--- src/rtl/cfg_port_arbiter.sv ---
// ---------------------------------------------------------------------------
// cfg_port_arbiter
//
// Purpose:
//   Two-port arbiter in front of a single configuration register file.
//   Port r0 carries NoC configuration packets, port r1 carries local host
//   accesses. One request is in flight at a time. Requests are granted
//   round-robin, issued as a one-cycle write or read strobe, and reads return
//   their data on a response channel tagged with the source port.
//
// Build option:
//   CFG_WR_ACK_EN - when defined, every write also produces one response
//                   (rsp_rdata = 0, rsp_id = source port). When undefined,
//                   writes complete silently.
//
// Ports:
//   clk, rst_n              clock, asynchronous active-low reset
//   r0_* / r1_*             request ports: valid, ready, wr, addr, wdata
//   rsp_valid, rsp_ready    response handshake
//   rsp_id, rsp_rdata       response source port and read data
//   config_we, config_re    one-cycle write / read strobes (never together)
//   config_waddr/raddr      target address (same latched value on both)
//   config_wdata            write data
//   config_rdata            read data, valid one cycle after config_re
//   busy                    high whenever the FSM is not in IDLE
//   dbg_state               current FSM state (0 IDLE, 1 ISSUE, 2 CAPTURE, 3 RSP)
//
// Handshake rule (all channels): a transfer happens on the rising clk edge
// where valid and ready are both high. A request holds valid and its payload
// stable until accepted; the response channel holds rsp_valid, rsp_id and
// rsp_rdata stable until rsp_ready is seen high.
// ---------------------------------------------------------------------------
module cfg_port_arbiter #(
  parameter int CAW = 15,
  parameter int CDW = 21
) (
  input  logic           clk,
  input  logic           rst_n,
  input  logic           r0_valid,
  output logic           r0_ready,
  input  logic           r0_wr,
  input  logic [CAW-1:0] r0_addr,
  input  logic [CDW-1:0] r0_wdata,
  input  logic           r1_valid,
  output logic           r1_ready,
  input  logic           r1_wr,
  input  logic [CAW-1:0] r1_addr,
  input  logic [CDW-1:0] r1_wdata,
  output logic           rsp_valid,
  input  logic           rsp_ready,
  output logic           rsp_id,
  output logic [CDW-1:0] rsp_rdata,
  output logic           config_we,
  output logic           config_re,
  output logic [CAW-1:0] config_waddr,
  output logic [CAW-1:0] config_raddr,
  output logic [CDW-1:0] config_wdata,
  input  logic [CDW-1:0] config_rdata,
  output logic           busy,
  output logic [1:0]     dbg_state
);

  typedef enum logic [1:0] {
    IDLE    = 2'd0,
    ISSUE   = 2'd1,
    CAPTURE = 2'd2,
    RSP     = 2'd3
  } state_t;

  state_t         state;
  logic           pref_id;    // port that wins when both ports are valid
  logic           lat_wr;
  logic [CAW-1:0] lat_addr;
  logic [CDW-1:0] lat_wdata;
  logic           lat_id;

  logic           gnt_id;
  logic           hs;
  logic           sel_wr;
  logic [CAW-1:0] sel_addr;
  logic [CDW-1:0] sel_wdata;

  // Round-robin grant: a lone valid port always wins; on contention the
  // preferred port (the one not granted last) wins.
  always_comb begin
    gnt_id = 1'b0;
    if (r0_valid && r1_valid) begin
      gnt_id = pref_id;
    end else if (r1_valid) begin
      gnt_id = 1'b1;
    end
  end

  // Ready is only offered in IDLE, only to the granted port, and is forced
  // low while reset is asserted.
  assign r0_ready = rst_n && (state == IDLE) && r0_valid && !gnt_id;
  assign r1_ready = rst_n && (state == IDLE) && r1_valid &&  gnt_id;
  assign hs       = r0_ready || r1_ready;

  assign sel_wr    = gnt_id ? r1_wr    : r0_wr;
  assign sel_addr  = gnt_id ? r1_addr  : r0_addr;
  assign sel_wdata = gnt_id ? r1_wdata : r0_wdata;

  always_ff @(posedge clk or negedge rst_n) begin
    if (!rst_n) begin
      state     <= IDLE;
      pref_id   <= 1'b0;
      lat_wr    <= 1'b0;
      lat_addr  <= '0;
      lat_wdata <= '0;
      lat_id    <= 1'b0;
      rsp_rdata <= '0;
      rsp_valid <= 1'b0;
      config_we <= 1'b0;
      config_re <= 1'b0;
    end else begin
      case (state)
        IDLE: begin
          if (hs) begin
            lat_wr    <= sel_wr;
            lat_addr  <= sel_addr;
            lat_wdata <= sel_wdata;
            lat_id    <= gnt_id;
            pref_id   <= ~gnt_id;
            // Strobes are registered here so they are high for exactly the
            // single ISSUE cycle.
            config_we <= sel_wr;
            config_re <= ~sel_wr;
            state     <= ISSUE;
          end
        end
        ISSUE: begin
          config_we <= 1'b0;
          config_re <= 1'b0;
          if (lat_wr) begin
`ifdef CFG_WR_ACK_EN
            rsp_rdata <= '0;
            rsp_valid <= 1'b1;
            state     <= RSP;
`else
            state     <= IDLE;
`endif
          end else begin
            state <= CAPTURE;
          end
        end
        CAPTURE: begin
          // config_rdata is valid in this cycle, one cycle after config_re.
          rsp_rdata <= config_rdata;
          rsp_valid <= 1'b1;
          state     <= RSP;
        end
        RSP: begin
          if (rsp_ready) begin
            rsp_valid <= 1'b0;
            state     <= IDLE;
          end
        end
        default: begin
          state <= IDLE;
        end
      endcase
    end
  end

  // Address and data stay on the latched values through CAPTURE and RSP.
  assign config_waddr = lat_addr;
  assign config_raddr = lat_addr;
  assign config_wdata = lat_wdata;
  assign rsp_id       = lat_id;
  assign busy         = (state != IDLE);
  assign dbg_state    = state;

endmodule

--- config.mk ---
export PLATFORM = sky130hd
export DESIGN_NAME = cfg_port_arbiter
export DESIGN_NICKNAME = d
export VERILOG_FILES = /design/src/rtl/cfg_port_arbiter.sv
export SDC_FILE = /design/constraint.sdc
export NUM_CORES = 1
export LEC_CHECK = 0
export BUFFER_PORTS_ARGS = -buffer_cell sky130_fd_sc_hd__buf_2
export CAP_MARGIN = 10
export CORE_ASPECT_RATIO = 0.8
export CORE_UTILIZATION = 42
export CTS_CLUSTER_DIAMETER = 200
export DETAILED_ROUTE_END_ITERATION = 8
export PLACE_DENSITY = 0.8
export SYNTH_ARGS = -nofsm -noshare
export SYNTH_HDL_FRONTEND = slang
export SYNTH_SLANG_ARGS = --single-unit
--- constraint.sdc ---
create_clock -name clk -period 2.2 [get_ports clk]
set_clock_uncertainty 0.1 [all_clocks]
set_input_delay 0.33 -clock clk [delete_from_list [all_inputs] [get_ports clk]]
set_output_delay 0.33 -clock clk [all_outputs]
set_load 0.01 [all_outputs]
==> flow_summary.json <==
{
  "ctsLongestPathBuffers": 2,
  "syn_area_per_cell_um2": 13.0,
  "clock_tree.root_cell": "clkbuf_8",
  "synth_seq_cells": 65,
  "ys_top_cells_by_area": "dfrtp_1 58%, a221o_1 13%, mux2_2 8.4%",
  "post_cts_resized": 0,
  "tritoncts": "done",
  "nFillCells": 541,
  "detail-route-antenna-nets": 0,
  "cts.hold.buffers_added": 0,
  "critPathRequiredTime_ns": 2.31,
  "max_cap_violations": 0,
  "routed_via_density": 5.07,
  "power.internal_uw": 3720,
  "yosys.area.top_type": "dfrtp_1",
  "via_count": 2395,
  "post-route-cell-area_um2": 3910,
  "post_route_cells_drive_above_1_share_pct": 59.0,
  "clock_latency_ns": 0.33,
  "synthDominantCellAreaShare_pct": 57.9,
  "grt_overflow_total": 0,
  "diodes": 0,
  "tns_ns": 0,
  "net_count_after_synthesis": 316,
  "h-tree-depth": 3,
  "endpoint_kind": "register",
  "synth_cell_types": 26,
  "critical-path-max-stage-delay_ns": 0.47,
  "buffer_ports.inserted": 180,
  "grtUsageTotal_pct": 20.9,
  "final_min_period_over_clock_period_pct": 92.6,
  "detail_route.wl_per_cell_um": 15.4,
  "status": "complete, no violations",
  "grt_antenna_before_repair": 0,
  "fp.coreArea_um2": 6410,
  "power_switching_uw": 1890,
  "detail_route.drc_violations": 0,
  "seq_power_share_pct": 37.5,
  "dieHeight_um": 75.2,
  "p_sw_share_pct": 33.6,
  "pwr-share-clk_pct": 20.4,
  "critical-path-top-delay-family": "simple AND/OR/NAND/NOR gates",
  "critical_path_class": "register to register",
  "worstPathBufferInverterCount": 0,
  "num_rows": 26,
  "cts-buffers-inserted": 9,
  "fin_nets": 484,
  "syn-instance-count": 216,
  "tritoncts_num_sinks": 65,
  "synth_area_um2": 2810,
  "crit_path_start_kind": "register",
  "timing_max_transition_violations_final": 0,
  "post_dp_cell_area_um2": 3680,
  "die_width_um": 93.5,
  "routed_wl_mm": 7.28,
  "worstPathArrival_ns": 2.15,
  "timing.critical_path.cells": "or3b_4 > or2_4 > and2_2 > a221o_1",
  "die-area_um2": 7020,
  "synth_sequential_area_ratio_pct": 57.9,
  "hp-class": "input pin to register",
  "power.static_leakage_uw": 0.00206,
  "hpwlAfterDp_mm": 5.21,
  "detailedRoute.firstIterationViolations": 76,
  "hold_viol_final": 0,
  "final_period_minus_worst_setup_slack_ns": 2.04,
  "clk_pin_slew_worst_paths_ns": 0.07,
  "comb_power_share_pct": 42.2,
  "worst_path_max_delay_cell": "dfrtp_1",
  "timing.max_slew.rel_slack_pct": 46.5,
  "dr.pass1.iters": 4,
  "gp_congestion": 0.769,
  "grt_pass1_vias": 2229,
  "grt_setup_unrepaired": "false",
  "path_max_fanout": 38,
  "grt_start_max_net_pins": 67,
  "flow.area_growth_from_synthesis_pct": 39.3,
  "hp-start": "rsp_ready",
  "vdd_ir_drop_max_mv": 0.818,
  "ys.warnings.count": 0,
  "worst-r2r-setup-slack_ns": 0.16,
  "first_pass_grt_wire_length_mm": 10.8,
  "max_clock_freq_mhz": 491,
  "timing.final.setup_violations": 0,
  "setup_repair_bufs_after_cts": 0,
  "initial_core_util_pct": 43.9,
  "power_density_nw_per_um2": 1430,
  "boundaryPins": 181,
  "transition_time_of_the_tightest_slew_check_pin_ns": 0.802
}
[per-layer routing]
layer / vias to the layer above / global-route usage [%] / share of wire, % / wire length (µm)
met3: 8 / 10.1 / 10 / 743
li1: 1117 / - / - / -
met5: - / 0 / 0 / 0
met2: 123 / 35.5 / 49 / 3540
met1: 1147 / 23.4 / 40 / 2920
met4: 0 / 7.18 / 1.1 / 80
[metrics by stage]
stage	power [µW]	hold slack [ns]	cells	setup slack (ns)	utilization [%]
2_1_floorplan	3610	-0.0656	216	0.219	-
6_report	5610	0.0999	472	0.162	61.1
4_1_cts	5680	0.0812	472	0.161	61.1
5_1_grt	6010	0.0815	472	0.0717	61.1
3_5_place_dp	4490	0.362	457	0.183	57.5
3_3_place_gp	4410	0.358	457	0.236	57.5
[placed cells by master (no fill, tap or decap), drive strengths merged, types with 3 or more instances in the layout]
cell	count
a21oi	4
mux2	21
a221o	36
clkbuf	13
buf	186
nor2	6
a21o	3
dfrtp	65
inv	3
and2	36
[cell families (layout without fill, tap and decap cells)]
kind of cell	count (synthesis)	count (layout)	share of synthesized area [%]
buffers and inverters	32	204	7.26
DFF	65	65	57.9
AOI/OAI and AO/OA	49	49	15.8
muxes	22	22	8.77
and+or+nand+nor	48	48	10.3
[Yosys cell counts, drive strengths merged]
cell type	number
and2	36
o21ai	2
or2	1
nand2	2
nor2b	1
inv	3
a31oi	1
mux2	21
nand3	1
a22o	1
a221o	36
a21o	3
dfrtp	65
mux2i	1
nor2	6
o21bai	1
or3b	1
a21oi	4
o21a	1
buf	25
clkbuf	4
[cell type report]
cell class	count	area (µm²)	area share, %
Timing Repair Buffer	186	946	24.2
Clock buffer	13	169	4.32
Clock inverter	2	60.1	1.53
Inverter	3	11.3	0.288
Sequential cell	65	1630	41.6
Multi-Input combinational cell	119	996	25.4
Tap cell	84	105	2.69
[power groups by stage]
stage | Sequential [µW] | Clock [µW] | Combinational, µW
2_1_floorplan | 2360 | 0 | 1260
3_3_place_gp | 2080 | 0 | 2330
3_5_place_dp | 2100 | 0 | 2390
4_1_cts | 2110 | 1180 | 2400
5_1_grt | 2180 | 1240 | 2590
6_report | 2100 | 1140 | 2370
[worst paths after layout]
path / end / cells after the start
max reg2reg: config_raddr[9]$_DFFE_PN0P_ / 4
min in group asynchronous: pref_id$_DFFE_PN0P_ / 2
max in group asynchronous: config_raddr[10]$_DFFE_PN0P_ / 2
max: config_raddr[9]$_DFFE_PN0P_ / 4
min reg2reg: rsp_id$_DFFE_PN0P_ / 1
min: dbg_state[0]$_DFFE_PN0P_ / 2
[registers in the layout, summed over array words and instances, names as in the netlist, named ones only]
name and count:
config_wdata 21, rsp_rdata 21, config_raddr 15, config_re 1, config_we 1, dbg_state 1
lat_wr 1, pref_id 1, rsp_id 1, rsp_valid 1
No activity file was read; power rests on OpenSTA's default activity.
